[src/rtl/laser_cover_scorer.sv]
// laser_cover_scorer: stores a 40-point X/Y frame, latches two circle centres on a
// DONE rising edge, then counts the stored points that fall inside either radius-4 circle.
//
// Ports:
//   CLK, RST          clock and synchronous active-high reset
//   PT_VALID, X, Y    snooped point stream (4-bit coordinates)
//   DONE              engine result-ready level (only its 0->1 edge is used)
//   C1X..C2Y          circle centres, sampled on the DONE edge cycle
//   SCORE             covered-point count (held between reports)
//   SCORE_VALID       one-cycle pulse while a new SCORE/ERR is presented
//   ERR               frame error: short frame or extra points
//   BUSY              high whenever a frame is in progress
module laser_cover_scorer #(
    parameter int NPTS      = 40,
    parameter int RADIUS_SQ = 16
) (
    input  logic       CLK,
    input  logic       RST,
    input  logic       PT_VALID,
    input  logic [3:0] X,
    input  logic [3:0] Y,
    input  logic       DONE,
    input  logic [3:0] C1X,
    input  logic [3:0] C1Y,
    input  logic [3:0] C2X,
    input  logic [3:0] C2Y,
    output logic [5:0] SCORE,
    output logic       SCORE_VALID,
    output logic       ERR,
    output logic       BUSY
);

    localparam logic [5:0] LAST_IDX = 6'(NPTS - 1);
    localparam logic [8:0] R_SQ     = 9'(RADIUS_SQ);

    typedef enum logic [2:0] {
        S_IDLE,
        S_LOAD,
        S_WAIT,
        S_EVAL,
        S_REPORT
    } state_t;

    state_t     state_q, state_d;
    logic [5:0] pcnt_q, pcnt_d;
    logic [5:0] eidx_q, eidx_d;
    logic [5:0] acc_q, acc_d;
    logic       done_d_q, done_d_d;
    logic       err_short_q, err_short_d;
    logic       err_ovf_q, err_ovf_d;
    logic [3:0] c1x_q, c1x_d, c1y_q, c1y_d;
    logic [3:0] c2x_q, c2x_d, c2y_q, c2y_d;
    logic [5:0] score_q, score_d;
    logic       score_valid_q, score_valid_d;
    logic       err_q, err_d;

    logic [7:0] mem_q [NPTS];
    logic       mem_we;
    logic [5:0] mem_wa;
    logic [7:0] mem_wd;

    logic       done_edge;
    logic       latch_c;
    logic [7:0] pt_rd;
    logic [8:0] d1, d2;
    logic       hit;

    // Squared distance; the difference is taken on 5-bit signed so it never wraps.
    function automatic logic [8:0] dist_sq(
        input logic [3:0] px, input logic [3:0] py,
        input logic [3:0] cx, input logic [3:0] cy
    );
        logic signed [4:0] dx, dy;
        logic [3:0] ax, ay;
        logic [7:0] sx, sy;
        dx = $signed({1'b0, px}) - $signed({1'b0, cx});
        dy = $signed({1'b0, py}) - $signed({1'b0, cy});
        ax = (dx < 0) ? 4'(-dx) : 4'(dx);
        ay = (dy < 0) ? 4'(-dy) : 4'(dy);
        sx = {4'd0, ax} * {4'd0, ax};
        sy = {4'd0, ay} * {4'd0, ay};
        return {1'b0, sx} + {1'b0, sy};
    endfunction

    assign done_edge = DONE & ~done_d_q;
    assign pt_rd     = mem_q[eidx_q];
    assign d1        = dist_sq(pt_rd[7:4], pt_rd[3:0], c1x_q, c1y_q);
    assign d2        = dist_sq(pt_rd[7:4], pt_rd[3:0], c2x_q, c2y_q);
    // A point inside both circles still counts once.
    assign hit       = (d1 <= R_SQ) | (d2 <= R_SQ);

    always_comb begin
        state_d       = state_q;
        pcnt_d        = pcnt_q;
        eidx_d        = eidx_q;
        acc_d         = acc_q;
        done_d_d      = DONE;
        err_short_d   = err_short_q;
        err_ovf_d     = err_ovf_q;
        score_d       = score_q;
        score_valid_d = 1'b0;
        err_d         = err_q;
        latch_c       = 1'b0;
        mem_we        = 1'b0;
        mem_wa        = pcnt_q;
        mem_wd        = {X, Y};

        unique case (state_q)
            S_IDLE: begin
                if (PT_VALID) begin
                    mem_we  = 1'b1;
                    mem_wa  = 6'd0;
                    pcnt_d  = 6'd1;
                    state_d = S_LOAD;
                end
            end
            S_LOAD: begin
                if (done_edge) begin
                    latch_c     = 1'b1;
                    err_short_d = 1'b1;
                    eidx_d      = 6'd0;
                    acc_d       = 6'd0;
                    state_d     = S_EVAL;
                end else if (PT_VALID) begin
                    mem_we = 1'b1;
                    pcnt_d = pcnt_q + 6'd1;
                    if (pcnt_q == LAST_IDX) begin
                        state_d = S_WAIT;
                    end
                end
            end
            S_WAIT: begin
                if (PT_VALID) begin
                    err_ovf_d = 1'b1;
                end
                if (done_edge) begin
                    latch_c = 1'b1;
                    eidx_d  = 6'd0;
                    acc_d   = 6'd0;
                    state_d = S_EVAL;
                end
            end
            S_EVAL: begin
                if (PT_VALID) begin
                    err_ovf_d = 1'b1;
                end
                acc_d  = acc_q + 6'(hit);
                eidx_d = eidx_q + 6'd1;
                // Result is registered on the last point so it is visible
                // for the whole REPORT cycle.
                if (eidx_q == pcnt_q - 6'd1) begin
                    score_d       = acc_d;
                    err_d         = err_short_q | err_ovf_d;
                    score_valid_d = 1'b1;
                    state_d       = S_REPORT;
                end
            end
            S_REPORT: begin
                pcnt_d      = 6'd0;
                err_short_d = 1'b0;
                err_ovf_d   = 1'b0;
                state_d     = S_IDLE;
            end
            default: begin
                state_d = S_IDLE;
            end
        endcase
    end

    assign c1x_d = latch_c ? C1X : c1x_q;
    assign c1y_d = latch_c ? C1Y : c1y_q;
    assign c2x_d = latch_c ? C2X : c2x_q;
    assign c2y_d = latch_c ? C2Y : c2y_q;

    always_ff @(posedge CLK) begin
        if (RST) begin
            state_q       <= S_IDLE;
            pcnt_q        <= 6'd0;
            eidx_q        <= 6'd0;
            acc_q         <= 6'd0;
            done_d_q      <= 1'b1;
            err_short_q   <= 1'b0;
            err_ovf_q     <= 1'b0;
            c1x_q         <= 4'd0;
            c1y_q         <= 4'd0;
            c2x_q         <= 4'd0;
            c2y_q         <= 4'd0;
            score_q       <= 6'd0;
            score_valid_q <= 1'b0;
            err_q         <= 1'b0;
        end else begin
            state_q       <= state_d;
            pcnt_q        <= pcnt_d;
            eidx_q        <= eidx_d;
            acc_q         <= acc_d;
            done_d_q      <= done_d_d;
            err_short_q   <= err_short_d;
            err_ovf_q     <= err_ovf_d;
            c1x_q         <= c1x_d;
            c1y_q         <= c1y_d;
            c2x_q         <= c2x_d;
            c2y_q         <= c2y_d;
            score_q       <= score_d;
            score_valid_q <= score_valid_d;
            err_q         <= err_d;
        end
    end

    always_ff @(posedge CLK) begin
        if (mem_we) begin
            mem_q[mem_wa] <= mem_wd;
        end
    end

    assign SCORE       = score_q;
    assign SCORE_VALID = score_valid_q;
    assign ERR         = err_q;
    assign BUSY        = (state_q != S_IDLE);

endmodule

[config.mk]
export PLATFORM = sky130hd
export DESIGN_NAME = laser_cover_scorer
export DESIGN_NICKNAME = d
export VERILOG_FILES = /design/src/rtl/laser_cover_scorer.sv
export SDC_FILE = /design/constraint.sdc
export NUM_CORES = 1
export LEC_CHECK = 0
export CORE_MARGIN = 4
export CORE_UTILIZATION = 55
export CTS_CLUSTER_DIAMETER = 60
export CTS_CLUSTER_SIZE = 14
export DETAILED_ROUTE_END_ITERATION = 8
export PLACE_DENSITY = 0.72
export RECOVER_POWER = 100
export SLEW_MARGIN = 0
export SYNTH_ARGS = -nofsm -noshare
export SYNTH_HDL_FRONTEND = slang
export SYNTH_SLANG_ARGS = --single-unit
[constraint.sdc]
create_clock -name CLK -period 11 [get_ports CLK]
set_input_delay 2.2 -clock CLK [delete_from_list [all_inputs] [get_ports CLK]]
set_output_delay 2.2 -clock CLK [all_outputs]
set_load 0.005 [all_outputs]
==> flow_metrics.tcl, run 1 <==
set metrics [dict create \
    gr-usage-met2_pct 34.7 \
    placed_area_um2 17900 \
    hpwl_um 24600 \
    synth_area_per_cell_um2 14.3 \
    p_leak_nw 6.23 \
    start_util_pct 56.2 \
    clock_sinks 374 \
    port_buffers 36 \
    drt-wirelength-per-cell_um 22.1 \
    syn_area_um2 17300 \
    overflow 0 \
    critPathRequiredTime_ns 11.31 \
    hold_buffers 0 \
    finalWorstSetupSlack_ns 1.07 \
    post_cts_resize_count 0 \
    post-route-min-period_ns 9.93 \
    grt_pass1_wl_um 57800 \
    grt_use_met1_pct 30.9 \
    grt_use_met3_pct 4.28 \
    fin_tns_setup_ns 0 \
    syn-num-nets 1324 \
    async_reset_ff_share_pct 0 \
    viasPerCell 6.04 \
    place_ws_ns 1.49 \
    yosysWarningCount 0 \
    antenna_cells 0 \
    die_w_um 185 \
    max_stage_delay_ns 1.21 \
    grt_max_degree 46 \
    synth_top_area_share_pct 55.6 \
    synth_area_leaders "edfxtp_1 (56%), mux2i_1 (7.5%), dfxtp_1 (6.3%)" \
    cp_num_buf_inv 4 \
    cts_buffers 34 \
    synth_common_cells "edfxtp_1 (320), mux2i_1 (129), nor2_1 (95)" \
    clkTransAtPathRegs_ns 0.07 \
    fp.coreArea_um2 30700 \
    fmax_mhz 101 \
    rows 64 \
    clock_latency_ns 0.50 \
    critical-path-top-delay-family "adder cells" \
    yosysTopAreaCell "edfxtp_1" \
    hold_viol 0 \
    cts_tree "built" \
    yosysMostFrequentCell "edfxtp_1" \
    crit_type "flop to flop" \
    dominantRegCellSynth "edfxtp_1" \
    fin_nets 1361 \
    ys_ff_latch 374 \
    grt_usage_pct 21.8 \
    arrival_ns 10.24 \
    ys_types 64 \
    fin_skew_ns 0.0189 \
    finish.utilization_pct 61.4 \
    yosysSeqAreaShare_pct 61.9 \
    vias 10000 \
    syn-instance-count 1211 \
    post_cts_buffers 0 \
    ir_worst_vdd_uv 389 \
    drive_gt1_share_pct 8.64 \
    critPathCaptureType "flop" \
    die_y_um 185 \
    h-tree-depth 2 \
    cts-root-buf "clkbuf_16" \
    power_density_nw_per_um2 195 \
    grt_pass1_vias 10200 \
    fillers 2364 \
    grt-busiest-layer "met2" \
    ant_nets 0 \
    tightest_slew_ns 2.14 \
    synthToLayoutAreaGrowth_pct 9.25 \
    dieArea_um2 34300 \
    num_io_pins 37 \
    hp-class "flop to flop" \
    relSlewSlack_pct -42.8 \
    worstSetupStartpointType "flop" \
    drcViolationCount 0 \
    final_max_slew_viol_count 374 \
    violations "max-capacitance violations, max-slew violations" \
    synth_enable_flop_cells 320 \
    final_area_um2 18900 \
    maxCapViolCount 9 \
    antenna_found_initial 0 \
    finalSetupViolCount 0 \
    fin_crit_sh_pct 90.3 \
    first_pass_iters 5 \
    clockBufferDepth 3 \
    rsz0062_at_grt "no" \
    cp_slowest_cell "and2_0" \
    drt_iter0_markers 781 \
    crit_path_max_fanout 20 \
    status "finished, violations left" \
    routed_wl_um 36600 \
    place_congestion 0.854 \
    cp_common_cell "fa_1" \
]
logic make-up (layout without fill, tap and decap cells):
kind of cell	count (synthesis)	after routing	share of synthesized area [%]
and+or+nand+nor	245	245	6.50
DFF	374	374	61.9
adders and majority gates	85	85	7.29
xor gates and xnor gates	29	29	1.82
muxes	156	156	10.3
AOI/OAI and AO/OA	205	205	8.64
buffers and inverters	117	168	3.59
cells in the final DEF (no fill, tap or decap), types with 12 or more instances in the layout:
master / netlist / final
edfxtp_1: 320 / 320
mux2i_1: 129 / 129
nor2_1: 95 / 94
a21oi_1: 68 / 68
nand2_1: 65 / 65
inv_1: 61 / 61
ha_1: 59 / 59
dfxtp_1: 54 / 53
clkbuf_16: 0 / 36
a22oi_1: 28 / 28
fa_1: 26 / 26
nand3_1: 19 / 19
dlygate4sd3_1: 0 / 19
a22o_1: 18 / 18
clkbuf_1: 17 / 18
clkdlybuf4s50_1: 0 / 17
mux4_2: 16 / 16
nor3_1: 15 / 15
xor2_1: 13 / 13
a21o_1: 12 / 12
xnor2_1: 12 / 12
power by group:
group	switching [mW]	total, mW	internal (mW)
logic	0.565	1.03	0.462
clock network	0.494	1.10	0.603
registers	0.0103	1.56	1.55
metal layers:
layer / vias to the layer above / part of all wire (%)
li1: 4629 / -
met1: 4975 / 45
met2: 343 / 46
met3: 60 / 6.1
met4: 0 / 3.0
met5: - / 0
state kept, by name (all words and copies together), names as in the netlist, named ones only:
name and flops:
SCORE 6, done_d_q 1, SCORE_VALID 1, ERR 1
c1y_q 4, state_q 3, acc_q 6, mem_q 320
eidx_q 6, pcnt_q 6, err_short_q 1, c2x_q 4
err_ovf_q 1, c1x_q 4, c2y_q 4
path summary, 6_finish.rpt:
path / startpoint / to / slack, ns / cells past startpoint
setup / recovery: flop / SCORE[4]$_SDFFE_PP0P_ / 1.07 / 30
hold / removal: c1y_q[1]$_SDFFE_PP0P_ / c1y_q[1]$_SDFFE_PP0P_ / 0.45 / 2
setup reg to reg: flop / SCORE[4]$_SDFFE_PP0P_ / 1.07 / 30
hold reg to reg: c1y_q[1]$_SDFFE_PP0P_ / c1y_q[1]$_SDFFE_PP0P_ / 0.45 / 2
through the flow:
stage	power, mW	hold slack, ns	instances
3_3_place_gp	2.60	0.443	1608
3_5_place_dp	2.64	0.448	1608
6_report	3.68	0.454	1658
4_1_cts	3.72	0.456	1658
2_1_floorplan	2.40	0.436	1211
5_1_grt	3.93	0.477	1658
worst min-delay path: cells and delay by family (launching register included):
family           cells  cell delay [ns]
AND/OR/NAND/NOR      1             0.05
AO/OA/AOI/OAI        1             0.05
flip-flops           1             0.30
layout make-up:
type | instances | area, um2 | share of cell area [%]
Tap cell | 396 | 495 | 2.63
Multi-Input combinational cell | 720 | 5970 | 31.6
Clock inverter | 5 | 43.8 | 0.232
Inverter | 61 | 229 | 1.21
Timing Repair Buffer | 57 | 493 | 2.61
Clock buffer | 45 | 945 | 5.01
Sequential cell | 374 | 10700 | 56.7
Note: power is estimated with default switching activity, not from simulation.
==> inputs of run 2 (changes only) <==
--- a/config.mk
+++ b/config.mk
@@ -7,11 +7,12 @@
 export LEC_CHECK = 0
 export CORE_MARGIN = 4
 export CORE_UTILIZATION = 55
-export CTS_CLUSTER_DIAMETER = 60
 export CTS_CLUSTER_SIZE = 14
 export DETAILED_ROUTE_END_ITERATION = 8
+export HOLD_SLACK_MARGIN = 0.12
 export PLACE_DENSITY = 0.72
 export RECOVER_POWER = 100
+export REMOVE_ABC_BUFFERS = 1
 export SLEW_MARGIN = 0
 export SYNTH_ARGS = -nofsm -noshare
 export SYNTH_HDL_FRONTEND = slang
==> run 2 against run 1 <==
Highest routed layer unchanged. Critical path type unchanged. The flow still finishes with violations (max-capacitance violations, max-slew violations). Utilization is 0.72 points higher. Register-to-register slack better by 0.18 ns. Combinational power barely moved. Non-clock buffer count decreased by 3. Sequential share of layout area shrank 0.65 points. Cell area grew 1.2%. Setup slack better by 0.18 ns. Sequential power barely moved. Critical path depth unchanged. Clock power up 15%.
==> flow_metrics.tcl, run 2 (synthesis gave the netlist of run 1 again) <==
set metrics [dict create \
    grt_pass1_vias 9989 \
    hold_buffers 0 \
    clock_sinks 374 \
    worst-r2r-setup-slack_ns 1.25 \
    die_w_um 185 \
    crit_type "flop to flop" \
    p_sw_mw 1.12 \
    die_y_um 185 \
    largest_reg_flops 320 \
    clkTransAtPathRegs_ns 0.07 \
    critPathRequiredTime_ns 11.32 \
    relSlewSlack_pct -43.5 \
    p_int_mw 2.75 \
    rows 64 \
    drt-wirelength-per-cell_um 21.9 \
    post_cts_resize_count 0 \
    seqPwrFrac_pct 40.3 \
    rsz0062_at_grt "no" \
    hold_viol 0 \
    top_register "mem_q" \
    drt_iter0_markers 933 \
    fillers 2292 \
    hpwl_um 23800 \
    fin_tns_setup_ns 0 \
    drive_gt1_share_pct 9.47 \
    place_congestion 0.820 \
    maxCapViolCount 8 \
    worstSetupStartpointType "flop" \
    antenna_found_initial 0 \
    hp-class "flop to flop" \
    grt_pass1_wl_um 57600 \
    first_pass_iters 5 \
    fp.coreArea_um2 30700 \
    post_cts_buffers 0 \
    viasPerCell 5.95 \
    h-tree-depth 2 \
    finish.utilization_pct 62.1 \
    clkPwrFrac_pct 32.6 \
    drcViolationCount 0 \
    routed_wl_um 36700 \
    fmax_mhz 103 \
    p_leak_nw 6.34 \
    final_max_slew_viol_count 333 \
    cts_buffers 39 \
    endpoint "SCORE[4]$_SDFFE_PP0P_" \
    clockBufferDepth 3 \
    num_io_pins 37 \
    overflow 0 \
    layout_common_cells "edfxtp_1 (320), mux2i_1 (129), nor2_1 (94)" \
    arrival_ns 10.08 \
    vias 9967 \
    mostFrequentLayoutCell "edfxtp_1" \
    power_density_nw_per_um2 203 \
    p_comb_share_pct 27.1 \
    ir_worst_vdd_uv 140 \
    cp_slowest_cell "nor2b_1" \
    switching_share_pct 29.0 \
    violations "max-capacitance violations, max-slew violations" \
    status "finished, violations left" \
    post-route-min-period_ns 9.75 \
    cp_common_cell "fa_1" \
    max_stage_delay_ns 1.22 \
    synthToLayoutAreaGrowth_pct 10.5 \
    critPathCaptureType "flop" \
    finalSetupViolCount 0 \
    clock_latency_ns 0.53 \
    tightest_slew_ns 2.15 \
    grt_max_degree 57 \
    start_util_pct 56.2 \
    ant_nets 0 \
    fin_crit_sh_pct 88.7 \
    dieArea_um2 34300 \
    fin_nets 1363 \
    r2r-end "SCORE[4]$_SDFFE_PP0P_" \
    cts-root-buf "clkbuf_16" \
    hp-start "c1y_q[1]$_SDFFE_PP0P_" \
    fin_skew_ns 0.0116 \
    crit_path_max_fanout 20 \
    worstRegToRegCells 30 \
    cts_tree "built" \
    grt_usage_pct 21.8 \
    port_buffers 36 \
    antenna_cells 0 \
]
## run 2: cell types whose count changed in the layout (fill, tap and decap cells not counted), moves of 2 or more
cell,before,now
clkinv_1,2,4
buf_4,10,6
bufinv_16,0,3
clkbuf_16,36,39
clkinv_2,0,8
## run 2: metal layers
| metal | routed length, um | track usage (%) |
|---|---|---|
| met5 | 0 | 0 |
| met4 | 927 | 5.84 |
| met3 | 2330 | 3.36 |
| met2 | 17100 | 33.8 |
| met1 | 16300 | 32.7 |
## run 2: layout make-up
cell class / count / area (um2) / share of cell area, %
sequential: 374 / 10700 / 56.0
multi-input combinational: 720 / 5970 / 31.3
clock buffer: 48 / 1010 / 5.29
tap: 396 / 495 / 2.60
timing repair buffer: 54 / 483 / 2.53
inverter: 61 / 229 / 1.20
clock inverter: 21 / 211 / 1.11
## run 2: how the worst min path moves through the flow
stage	to	slack, ns	depth (start not counted)
after global routing	c1y_q[1]$_SDFFE_PP0P_	0.47	2
after detailed placement	c1y_q[1]$_SDFFE_PP0P_	0.45	2
after global placement	c1y_q[3]$_SDFFE_PP0P_	0.44	2
after CTS	c1y_q[1]$_SDFFE_PP0P_	0.46	2
final	c1y_q[1]$_SDFFE_PP0P_	0.46	2
after floorplan	c1x_q[2]$_SDFFE_PP0P_	0.43	2
## run 2: critical path, delay by kind of cell, from the launching register on
kind	cells	cell delay, ns
AOI/OAI and AO/OA	7	1.38
xor gates and xnor gates	2	0.29
adders and majority gates	11	4.07
buffers and inverters	4	0.52
DFF	1	0.61
and+or+nand+nor	6	2.66
## run 2: stage by stage
step	power, mW	hold WS, ns	cell area [um2]	instances	worst slack (ns)
global route	4.13	0.471	19100	1674	0.596
global placement	2.60	0.445	17900	1605	2.01
finish	3.87	0.457	19100	1674	1.25
floorplan	2.40	0.430	16900	1155	-1.32
CTS	3.91	0.459	19100	1674	1.57
detailed placement	2.65	0.450	17900	1605	1.59
## run 2: power groups by stage
stage	Sequential (mW)	Clock, mW	Combinational [mW]
final	1.56	1.26	1.05
after global routing	1.56	1.34	1.23
after CTS	1.56	1.28	1.07
after detailed placement	1.59	0	1.06
after global placement	1.59	0	1.02
after floorplan	1.59	0	0.809
